**src/rtl/serial_magnitude_comparator.sv**
```systemverilog
// serial_magnitude_comparator
//
// Compares two WIDTH-bit operands MSB-first, DIGIT bits per clock. Stops at the
// first differing digit. Reports the result on registered flags and pulses done
// for one cycle.
//
// Parameters:
//   WIDTH  operand width in bits (a multiple of DIGIT)
//   DIGIT  bits compared per clock (1 <= DIGIT <= WIDTH)
//
// Ports:
//   clk          rising-edge clock
//   rst_n        synchronous active-low reset
//   start        request a comparison (accepted only when idle)
//   a, b         operands, sampled on the accepted start edge
//   signed_mode  (SIGNED_COMPARE_EN only) two's-complement ordering when 1
//   busy         high while digits are being compared
//   done         one-cycle pulse when the result becomes valid
//   f1 / f2 / f3 a > b / a == b / a < b, held until the next accepted start
//
// Optional feature: define SIGNED_COMPARE_EN to add the signed_mode input.
// Without it the comparison is always unsigned.

module serial_magnitude_comparator #(
    parameter int unsigned WIDTH = 8,
    parameter int unsigned DIGIT = 2
) (
    input  logic             clk,
    input  logic             rst_n,
    input  logic             start,
    input  logic [WIDTH-1:0] a,
    input  logic [WIDTH-1:0] b,
`ifdef SIGNED_COMPARE_EN
    input  logic             signed_mode,
`endif
    output logic             busy,
    output logic             done,
    output logic             f1,
    output logic             f2,
    output logic             f3
);

    localparam int unsigned N    = WIDTH / DIGIT;
    localparam int unsigned CW   = (N > 1) ? $clog2(N) : 1;
    localparam int unsigned LAST = N - 1;

    typedef enum logic [1:0] {StIdle, StRun, StDone} state_e;

    state_e           state;
    logic [WIDTH-1:0] sh_a;
    logic [WIDTH-1:0] sh_b;
    logic [CW-1:0]    cnt;

    logic [WIDTH-1:0] load_a;
    logic [WIDTH-1:0] load_b;
    logic [DIGIT-1:0] dig_a;
    logic [DIGIT-1:0] dig_b;

    // Inverting both sign bits maps two's-complement order onto unsigned order.
    always_comb begin
        load_a = a;
        load_b = b;
`ifdef SIGNED_COMPARE_EN
        if (signed_mode) begin
            load_a[WIDTH-1] = ~a[WIDTH-1];
            load_b[WIDTH-1] = ~b[WIDTH-1];
        end
`endif
    end

    assign dig_a = sh_a[WIDTH-1 -: DIGIT];
    assign dig_b = sh_b[WIDTH-1 -: DIGIT];

    always_ff @(posedge clk) begin
        if (!rst_n) begin
            state <= StIdle;
            sh_a  <= '0;
            sh_b  <= '0;
            cnt   <= '0;
            busy  <= 1'b0;
            done  <= 1'b0;
            f1    <= 1'b0;
            f2    <= 1'b0;
            f3    <= 1'b0;
        end else begin
            case (state)
                StIdle: begin
                    done <= 1'b0;
                    if (start) begin
                        sh_a  <= load_a;
                        sh_b  <= load_b;
                        cnt   <= '0;
                        f1    <= 1'b0;
                        f2    <= 1'b0;
                        f3    <= 1'b0;
                        busy  <= 1'b1;
                        state <= StRun;
                    end
                end
                StRun: begin
                    if (dig_a > dig_b) begin
                        f1    <= 1'b1;
                        busy  <= 1'b0;
                        done  <= 1'b1;
                        state <= StDone;
                    end else if (dig_a < dig_b) begin
                        f3    <= 1'b1;
                        busy  <= 1'b0;
                        done  <= 1'b1;
                        state <= StDone;
                    end else if (cnt == CW'(LAST)) begin
                        f2    <= 1'b1;
                        busy  <= 1'b0;
                        done  <= 1'b1;
                        state <= StDone;
                    end else begin
                        sh_a <= sh_a << DIGIT;
                        sh_b <= sh_b << DIGIT;
                        cnt  <= cnt + CW'(1);
                    end
                end
                StDone: begin
                    done  <= 1'b0;
                    state <= StIdle;
                end
                default: begin
                    busy  <= 1'b0;
                    done  <= 1'b0;
                    state <= StIdle;
                end
            endcase
        end
    end

endmodule

```
**config.mk**
```make
export PLATFORM = sky130hd
export DESIGN_NAME = serial_magnitude_comparator
export DESIGN_NICKNAME = d
export VERILOG_FILES = /design/src/rtl/serial_magnitude_comparator.sv
export SDC_FILE = /design/constraint.sdc
export NUM_CORES = 1
export LEC_CHECK = 0
export CAP_MARGIN = 30
export CORE_MARGIN = 2
export CORE_UTILIZATION = 25
export DETAILED_ROUTE_END_ITERATION = 10
export GPL_ROUTABILITY_DRIVEN = 0
export PLACE_DENSITY = 0.52
export SLEW_MARGIN = 30
export SYNTH_ARGS = -nofsm -noshare
export SYNTH_HDL_FRONTEND = slang
export SYNTH_SLANG_ARGS = --single-unit
```
**constraint.sdc**
```tcl
create_clock -name clk -period 3.4 [get_ports clk]
set_input_delay 0.34 -clock clk [delete_from_list [all_inputs] [get_ports clk]]
set_output_delay 0.34 -clock clk [all_outputs]
set_load 0.02 [all_outputs]
```
==> results.py, run 1 <==
metrics = {
    "outcome": {
        "outcome": "completed",
    },
    "placed_design": {
        "numPortBuffers": 23,
        "dp_hpwl_um": 1731,
        "pre_cts_ws_ns": 1.010,
        "dp.cells": 186,
    },
    "sta": {
        "finalSetupViolCount": 0,
        "rsz0062_at_grt": "no",
        "holdWs_ns": 0.4819,
        "worst_slew_pin_slew_ns": 0.8899,
        "clock.fmax_mhz": 459.5,
        "slew_violations": 0,
        "hold_viol_final": 0,
        "period_share": 0.6401,
        "period_minus_slack_ns": 2.176,
        "fin_ws_ns": 1.224,
        "finClkSkew_ns": 0.005001,
        "tns_ns": 0,
        "relSlewSlack": 0.4067,
    },
    "detailed_routing": {
        "via_count": 886,
        "wl_um": 2379,
        "drt_iter0_drc": 38,
        "avgRoutedWirePerCell_um": 12.46,
        "remaining_drc_errors": 0,
        "vias_per_cell": 4.639,
        "dr.pass1.iters": 4,
        "ant_nets": 0,
    },
    "synthesis": {
        "synth_cells": 119,
        "synth_nets": 141,
        "synth.distinct_cells": 32,
        "synth-async-reset-ratio": 0,
        "yosys-top-cells-count": "25 x dfxtp_1, 14 x a21oi_1, 12 x mux2i_1",
        "synth_top_area_frac": 0.4410,
        "yosysMostFrequentCell": "dfxtp_1",
        "syn_area_um2": 1135,
        "synth_edf_count": 0,
        "synth-seq-area-share": 0.4410,
        "synth.avg_cell_area_um2": 9.536,
        "ys.flop_type": "dfxtp_1",
        "synth_top_area_cell": "dfxtp_1",
        "synthTopCellsByArea": "dfxtp_1 44%, mux2i_1 11%, a21oi_1 6.2%",
        "ys_ff_latch": 25,
        "synth_warnings": 0,
    },
    "clock_tree": {
        "clk_pin_slew_ns": 0.09,
        "cts_made_buffers": 3,
        "cts_hold_buffers": 0,
        "clkLatencyLatePin_ns": 0.27,
        "cts_buffer_depth": 2,
        "htreeDepth": 1,
        "clkSinkCount": 25,
        "cts_root_buf": "clkbuf_8",
        "postCtsSetupRepairBufs": 0,
        "post_cts_resize_count": 0,
        "tritoncts": "built",
    },
    "layout": {
        "antenna_cells": 0,
        "fin_util": 0.3293,
        "instances_no_fill": 191,
        "fillers": 440,
        "drive_gt1_frac": 0.06475,
        "nets": 162,
        "area_delta_synth_final_pct": 26.35,
    },
    "global_route": {
        "antenna_found_initial": 0,
        "busiest_layer": "met2",
        "grt_pass1_wl_um": 4057,
        "grt.total_usage": 0.1014,
        "grt_overflow_total": 0,
        "grt_pass1_vias": 880,
        "grt_max_degree": 27,
        "use_met2": 0.1512,
        "grt_util_met3": 0.01547,
        "met1_usage": 0.1372,
    },
    "power_and_ir_drop": {
        "vdd_drop_max_uv": 141.3,
        "combPwrFrac": 0.288,
        "p_leak_nw": 0.5952,
        "clock_power_share": 0.239,
        "p_sw_w": 0.0002347,
        "internal-power_w": 0.0005182,
        "power_frac_seq": 0.473,
        "switching_share": 0.3117,
        "power.density_nw_per_um2": 525.0,
    },
    "floorplan": {
        "dieArea_um2": 5094,
        "die_h_um": 71.38,
        "ioPinCount": 24,
        "core.rowCount": 24,
        "initial_core_util": 0.2606,
        "design.core.area_um2": 4354,
        "dieWidth_um": 71.38,
    },
    "flow_run": {
        "cap_violations": 0,
    },
    "critical_path": {
        "path_class": "reg2reg",
        "crit_arrival_ns": 2.38,
        "crit_fanout": 15,
        "startpoint_type": "register",
        "worstPathRequired_ns": 3.60,
        "endpoint_kind": "register",
    },
    "min_path": {
        "hold_path_class": "reg2reg",
    },
}
==> worst max-delay path: stages (launching register included) <==
cell and delay [ns]:
dfxtp_1 0.34, nand2b_1 0.55, o41ai_4 0.70, buf_6 0.24, o21ai_0 0.09, a21oi_1 0.17
==> registers in the layout, indices dropped and copies added (netlist names) <==
signal / cells
f1: 1
cnt: 2
sh_b: 8
f3: 1
done: 1
f2: 1
busy: 1
sh_a: 8
state: 2
==> per-layer routing <==
metal / up-vias / share of wire
met5: - / 0
met4: 0 / 0.022
met3: 4 / 0.024
met2: 13 / 0.45
met1: 406 / 0.50
li1: 463 / -
==> final timing paths <==
path	slack [ns]	start	to	cells past startpoint
max	1.22	state[1]	sh_a[3]	5
min reg2reg	0.48	f1	f1	2
max reg2reg	1.22	state[1]	sh_a[3]	5
min	0.48	f1	f1	2
==> final cells by class <==
type	instances	area, µm²	share of cell area
Clock inverter	1	7.507	0.005236
Tap cell	52	65.06	0.04538
Inverter	3	11.26	0.007853
Multi-Input combinational cell	83	566.8	0.3953
Clock buffer	3	41.29	0.02880
Sequential cell	25	500.5	0.3490
Timing Repair Buffer	24	241.5	0.1684
==> layout by cell type (no fill, tap or decap), drive strengths merged <==
cell           Yosys  final
nand2b             2      2
nor2               3      3
nor3b              1      1
dfxtp             25     25
o22ai              1      1
clkdlybuf4s50      0     23
buf                6      1
a21oi             14     14
a31oi              1      1
mux2i             12     12
o211ai             1      1
o21a               1      1
a21boi             5      5
nor2b              3      3
o41ai              2      2
inv                3      3
nand2              8      8
nand3              4      4
or4                1      1
or3                1      1
o21ai             12     12
or3b               1      1
nor3               1      1
and2               1      1
clkbuf             2      3
o211a              1      1
clkinvlp           0      1
ha                 3      3
and2b              2      2
and3               2      2
==> power groups by stage <==
stage	logic (W)	registers [W]	clock network, W
after global routing	0.000242	0.000361	0.000204
final	0.000217	0.000356	0.000180
after global placement	0.000208	0.000362	0
after floorplan	0.000159	0.000364	0
after detailed placement	0.000211	0.000363	0
after CTS	0.000212	0.000357	0.000190
==> cells by family (layout without fill, tap and decap cells) <==
logic type	Yosys count	in the layout	share of synthesized area
compound gates	38	38	0.2128
fa+ha+maj	3	3	0.03308
buf+inv	11	31	0.05953
flops	25	25	0.4410
mux	12	12	0.1058
simple gates	30	30	0.1477
==> through the flow <==
stage	cell area, µm²	total power, W
global route	1434	0.0008076
finish	1434	0.0007528
detailed placement	1374	0.0005741
floorplan	1135	0.0005224
global placement	1374	0.0005699
CTS	1423	0.0007585
No activity file was read; power rests on OpenSTA's default activity.
==> run 2, diff against run 1 <==
- clock period: 3.4 -> 2.05 ns (I/O delays scaled with it)
==> run 2 against run 1 <==
Effect of this change:
- first-iteration DRC count shrank 34%
- power up 72%
- clock skew is 0.0012 ns higher
- clock-buffer cell count increased by 1
- combinational power rose by 87%
- sequential share of layout area down 1.2 points
- routed wire length is 11% higher
- register-to-register slack lost 1.1 ns
- via count rose by 5.4%
- critical endpoint is now cnt[1]
- largest cell class unchanged
==> results.py, run 2 (same netlist as run 1, synthesis figures left out) <==
metrics = {
    "global_route": {
        "grt_max_degree": 27,
        "antenna_found_initial": 0,
        "grt_pass1_wl_um": 4547,
        "grt_pass1_vias": 970,
        "grt_overflow_total": 0,
        "grt.total_usage": 0.1136,
    },
    "detailed_routing": {
        "drt_iter0_drc": 25,
        "dr.pass1.iters": 4,
        "avgRoutedWirePerCell_um": 13.47,
        "remaining_drc_errors": 0,
        "vias_per_cell": 4.765,
        "via_count": 934,
        "wl_um": 2640,
        "ant_nets": 0,
    },
    "clock_tree": {
        "htreeDepth": 1,
        "clk_pin_slew_ns": 0.09,
        "postCtsSetupRepairBufs": 0,
        "cts_buffer_depth": 2,
        "cts_made_buffers": 3,
        "clkSinkCount": 25,
        "clkLatencyLatePin_ns": 0.27,
        "cts_root_buf": "clkbuf_8",
        "cts_hold_buffers": 0,
        "tritoncts": "built",
    },
    "critical_path": {
        "slowest_stage": "or4_4",
        "crit_fanout": 7,
        "startpoint_type": "register",
        "endpoint_kind": "register",
        "worstPathRequired_ns": 2.23,
        "crit_arrival_ns": 2.13,
        "path_class": "reg2reg",
        "reg2reg_from": "sh_b[7]",
        "crit_path_max_incr_delay_ns": 0.57,
        "path_cells": "inv_1, ha_1, nand2_2, buf_4, or4_4, and3_1, o21a_1",
        "reg2regPathDepth": 7,
        "rr_endpoint": "cnt[1]",
        "rrSetupSlack_ns": 0.1,
    },
    "layout": {
        "layout_commonest_cell": "dfxtp_1",
        "final_cell_area_um2": 1486,
        "top_regs": "sh_a: 8 flops, sh_b: 8 flops",
        "nets": 167,
        "area_delta_synth_final_pct": 30.98,
        "drive_gt1_frac": 0.09722,
        "fillers": 443,
        "fin_util": 0.3414,
        "final_cell_mix": "25 x dfxtp_1, 23 x clkdlybuf4s50_1, 14 x a21oi_1",
        "antenna_cells": 0,
    },
    "sta": {
        "period_share": 0.9519,
        "finClkSkew_ns": 0.006160,
        "holdWs_ns": 0.4943,
        "slew_violations": 0,
        "finalSetupViolCount": 0,
        "period_minus_slack_ns": 1.951,
        "clock.fmax_mhz": 512.5,
        "hold_viol_final": 0,
        "rsz0062_at_grt": "no",
        "worst_slew_pin_slew_ns": 0.7340,
        "fin_ws_ns": 0.09868,
        "relSlewSlack": 0.5090,
    },
    "min_path": {
        "min_to": "f1",
        "min_from": "f1",
        "hold_path_depth": 2,
        "hold_path_class": "reg2reg",
    },
    "floorplan": {
        "ioPinCount": 24,
        "dieWidth_um": 71.38,
        "core.rowCount": 24,
        "initial_core_util": 0.2606,
        "design.core.area_um2": 4354,
        "dieArea_um2": 5094,
        "die_h_um": 71.38,
    },
    "flow_run": {
        "cap_violations": 0,
    },
    "placed_design": {
        "pre_cts_ws_ns": -0.1321,
        "numPortBuffers": 23,
        "postPlaceCellArea_um2": 1411,
        "dp_hpwl_um": 1795,
    },
    "power_and_ir_drop": {
        "p_total_w": 0.001293,
        "p_leak_nw": 0.6220,
        "power.density_nw_per_um2": 870.1,
        "vdd_drop_max_uv": 280.2,
    },
    "outcome": {
        "outcome": "completed",
    },
}
run 2: changes by cell type in the layout (fill, tap and decap cells not counted):
cell	delta
buf_4	+5
buf_6	-1
clkbuf_1	+1
clkinvlp_4	-1
nand2_1	-1
nand2_2	+1
o41ai_4	+1
run 2: worst max-delay path, delay by kind of cell, from the launching register on:
family          cells  cell delay [ns]
fa+ha+maj           1             0.28
buf+inv             2             0.21
compound gates      1             0.16
simple gates        3             0.87
flops               1             0.34
run 2: routing by layer:
| layer | track usage | wire [µm] | part of all wire |
|---|---|---|---|
| met1 | 0.1540 | 1315 | 0.50 |
| met3 | 0.01969 | 95 | 0.036 |
| met2 | 0.1739 | 1179 | 0.45 |
| met4 | 0.05660 | 49 | 0.019 |
| met5 | 0 | 0 | 0 |
run 2: how the worst max path moves through the flow:
| stage | from | end | slack, ns | depth (start not counted) |
|---|---|---|---|---|
| 6_report | sh_b[7] | cnt[1] | 0.1 | 7 |
| 4_1_cts | sh_a[6] | cnt[1] | 0.03 | 7 |
| 2_1_floorplan | sh_b[7] | cnt[1] | 0.23 | 7 |
| 5_1_grt | sh_a[6] | cnt[1] | 0.02 | 7 |
| 3_3_place_gp | sh_a[6] | sh_b[6] | 0.02 | 6 |
| 3_5_place_dp | sh_b[7] | sh_a[7] | -0.13 | 6 |
run 2: timing repair:
action                     in CTS  in global routing
gates resized for setup         1                  1
pin swaps                       1                  0
setup endpoints to repair      13                  1
gates cloned                    1                  0
run 2: layout make-up:
class | instances | area (µm²) | share of cell area
multi-input cells | 84 | 596.8 | 0.4015
repair buffers | 28 | 267.8 | 0.1801
well taps | 52 | 65.06 | 0.04377
flip-flops and latches | 25 | 500.5 | 0.3367
clock buffers | 4 | 45.04 | 0.03030
inverters | 3 | 11.26 | 0.007576
run 2: power breakdown:
part	switching, W	internal [W]
clock	0.000155	0.000139
sequential	0.0000387	0.000554
combinational	0.000218	0.000188
total	0.000412	0.000881
run 2: stage by stage:
step / TNS [ns] / std cells
floorplan: 0 / 119
CTS: 0 / 196
finish: 0 / 196
detailed placement: -0.7434 / 191
global placement: 0 / 191
global route: 0 / 196
==> run 3, diff against run 2 <==
- ABC_AREA: default -> 1
- CTS_CLUSTER_DIAMETER: default -> 120
- PLACE_DENSITY: 0.52 -> 0.51
==> run 3 against run 2 <==
Effect of this change:
- critical path depth is 1 higher
- power decreased by 2.4%
- combinational power fell by 4%
- final cell count rose by 40%
- register-to-register slack improved by 0.25 ns
==> results.py, run 3 <==
metrics = {
    "critical_path": {
        "path_class": "reg2reg",
        "crit_fanout": 27,
        "startpoint_type": "register",
        "reg2regPathDepth": 8,
        "crit_path_max_incr_delay_ns": 0.34,
        "rrSetupSlack_ns": 0.35,
        "worstPathRequired_ns": 2.25,
        "endpoint_kind": "register",
        "rr_endpoint": "sh_a[7]",
        "crit_top_cell": "nand2_1",
        "slowest_stage": "dfxtp_1",
        "reg2reg_from": "sh_b[7]",
        "crit_arrival_ns": 1.91,
        "path_cells": "inv_1, ha_1, nand2_1, nand2_1, nand3_4, nand2_4, nand2_1, a21oi_1",
    },
    "placed_design": {
        "pre_cts_ws_ns": 0.3507,
        "dp_hpwl_um": 1906,
        "numPortBuffers": 23,
    },
    "global_route": {
        "grt_pass1_wl_um": 4733,
        "antenna_found_initial": 0,
        "grt_max_degree": 28,
        "grt_pass1_vias": 1094,
        "grt.total_usage": 0.1072,
        "grt_overflow_total": 0,
    },
    "synthesis": {
        "synth_warnings": 0,
        "synth-seq-area-share": 0.3929,
        "synth.avg_cell_area_um2": 6.922,
        "synth-compound-area-share": 0.1238,
        "ys_ff_latch": 25,
        "synth_nets": 206,
        "synthTopCellsByArea": "dfxtp_1 39%, nand2_1 19%, a21oi_1 7.5%",
        "synth_simple_gate_area_share": 0.3487,
        "synth-async-reset-ratio": 0,
        "synth-xor-area-share": 0,
        "synth_top_family_by_area": "simple AND/OR/NAND/NOR gates",
        "synth_cells": 184,
        "synthAdderAreaFrac": 0.02947,
        "muxShareOfSynthArea": 0,
        "synth_edf_count": 0,
        "synth.distinct_cells": 21,
        "yosysMostFrequentCell": "nand2_1",
        "synth_top_area_frac": 0.3929,
        "ys.flop_type": "dfxtp_1",
        "yosys-top-cells-count": "64 x nand2_1, 25 x dfxtp_1, 19 x a21oi_1",
        "synth_top_area_cell": "dfxtp_1",
        "syn_area_um2": 1274,
    },
    "layout": {
        "layout_commonest_cell": "nand2_1",
        "top_regs": "sh_a: 8 flops, sh_b: 8 flops",
        "area_delta_synth_final_pct": 25.74,
        "fillers": 546,
        "antenna_cells": 0,
        "nets": 230,
        "final_cell_mix": "64 x nand2_1, 25 x dfxtp_1, 23 x clkdlybuf4s50_1",
        "fin_util": 0.3325,
        "drive_gt1_frac": 0.07246,
    },
    "min_path": {
        "hold_path_depth": 2,
        "min_from": "f2",
        "min_to": "f2",
        "hold_path_class": "reg2reg",
    },
    "clock_tree": {
        "tritoncts": "built",
        "htreeDepth": 1,
        "clkSinkCount": 25,
        "cts_made_buffers": 3,
        "cts_root_buf": "clkbuf_8",
        "post_cts_resize_count": 0,
        "clk_pin_slew_ns": 0.09,
        "cts_buffer_depth": 2,
        "clkLatencyLatePin_ns": 0.27,
        "cts_hold_buffers": 0,
        "postCtsSetupRepairBufs": 0,
    },
    "floorplan": {
        "dieArea_um2": 5682,
        "initial_core_util": 0.2644,
        "dieWidth_um": 75.38,
        "core.rowCount": 25,
        "die_h_um": 75.38,
        "ioPinCount": 24,
        "design.core.area_um2": 4817,
    },
    "detailed_routing": {
        "drt_iter0_drc": 55,
        "avgRoutedWirePerCell_um": 9.854,
        "vias_per_cell": 4.128,
        "ant_nets": 0,
        "via_count": 1131,
        "wl_um": 2700,
        "dr.pass1.iters": 4,
        "remaining_drc_errors": 0,
    },
    "power_and_ir_drop": {
        "p_leak_nw": 0.6902,
        "vdd_drop_max_uv": 304.9,
        "power.density_nw_per_um2": 788.1,
    },
    "sta": {
        "period_minus_slack_ns": 1.701,
        "slew_violations": 0,
        "relSlewSlack": 0.7353,
        "rsz0062_at_grt": "no",
        "fin_ws_ns": 0.3489,
        "period_share": 0.8298,
        "tns_ns": 0,
        "worst_slew_pin_slew_ns": 0.3966,
        "finClkSkew_ns": 0.002298,
        "hold_viol_final": 0,
        "clock.fmax_mhz": 587.9,
        "finalSetupViolCount": 0,
    },
    "flow_run": {
        "cap_violations": 0,
    },
    "outcome": {
        "outcome": "completed",
    },
}
==> run 3: changes by cell type in the layout (fill, tap and decap cells not counted), moves of 2 or more <==
| cell | previous run | this run |
|---|---|---|
| o21ai_0 | 11 | 5 |
| nor2_1 | 3 | 11 |
| mux2i_1 | 12 | 0 |
| nand2_1 | 7 | 64 |
| nor2b_1 | 3 | 0 |
| inv_1 | 3 | 16 |
| nand3_1 | 4 | 18 |
| a21oi_1 | 14 | 19 |
| nand2b_1 | 2 | 0 |
| o41ai_4 | 2 | 0 |
| and3_1 | 2 | 0 |
==> run 3: area by class of cell <==
type	instances	area [µm²]	share of cell area
inverter	17	63.81	0.03984
multi-input combinational	133	639.4	0.3992
tap	67	83.83	0.05234
clock buffer	3	41.29	0.02578
sequential	25	500.5	0.3125
timing repair buffer	28	267.8	0.1672
clock inverter	1	5.005	0.003125
==> run 3: power breakdown <==
part	switching, W	total, W	internal [W]
sequential	0.0000284	0.000576	0.000548
clock	0.000159	0.000295	0.000136
combinational	0.000231	0.000391	0.000159
==> run 3: how the worst max path moves through the flow <==
| stage | cells past startpoint | slack (ns) | to | from |
|---|---|---|---|---|
| final | 8 | 0.35 | sh_a[7] | sh_b[7] |
| after global routing | 8 | 0.13 | sh_a[7] | sh_b[7] |
| after CTS | 8 | 0.33 | sh_a[7] | sh_b[7] |
| after detailed placement | 8 | 0.35 | sh_a[7] | sh_b[7] |
| after global placement | 8 | 0.39 | sh_a[7] | sh_b[7] |
| after floorplan | 8 | 0.64 | cnt[1] | sh_b[7] |
==> run 3: cell families after synthesis <==
logic type / after synthesis
and+or+nand+nor: 101
AOI/OAI and AO/OA: 29
buffers and inverters: 26
DFF: 25
adders and majority gates: 3
==> run 3: stage by stage <==
stage / instances / hold WS (ns) / area, µm² / total power, W
floorplan: 184 / 0.3257 / 1274 / 0.0008886
global placement: 270 / 0.4456 / 1555 / 0.0009866
detailed placement: 270 / 0.4452 / 1555 / 0.0009866
CTS: 274 / 0.4598 / 1602 / 0.001285
global route: 274 / 0.4729 / 1602 / 0.001362
finish: 274 / 0.4513 / 1602 / 0.001262
==> run 3: metal layers <==
metal  GRT usage  vias up  part of all wire
li1            -      628                 -
met1      0.1327      477              0.46
met2      0.1855       24              0.47
met3     0.03042        2             0.057
met4     0.02339        0            0.0085
met5           0        -                 0
==> run 3: worst max-delay path: cells and delay by family (launching register included) <==
| kind | cells | cell delay [ns] |
|---|---|---|
| buffers and inverters | 1 | 0.04 |
| and+or+nand+nor | 5 | 0.85 |
| adders and majority gates | 1 | 0.28 |
| DFF | 1 | 0.34 |
| AOI/OAI and AO/OA | 1 | 0.12 |
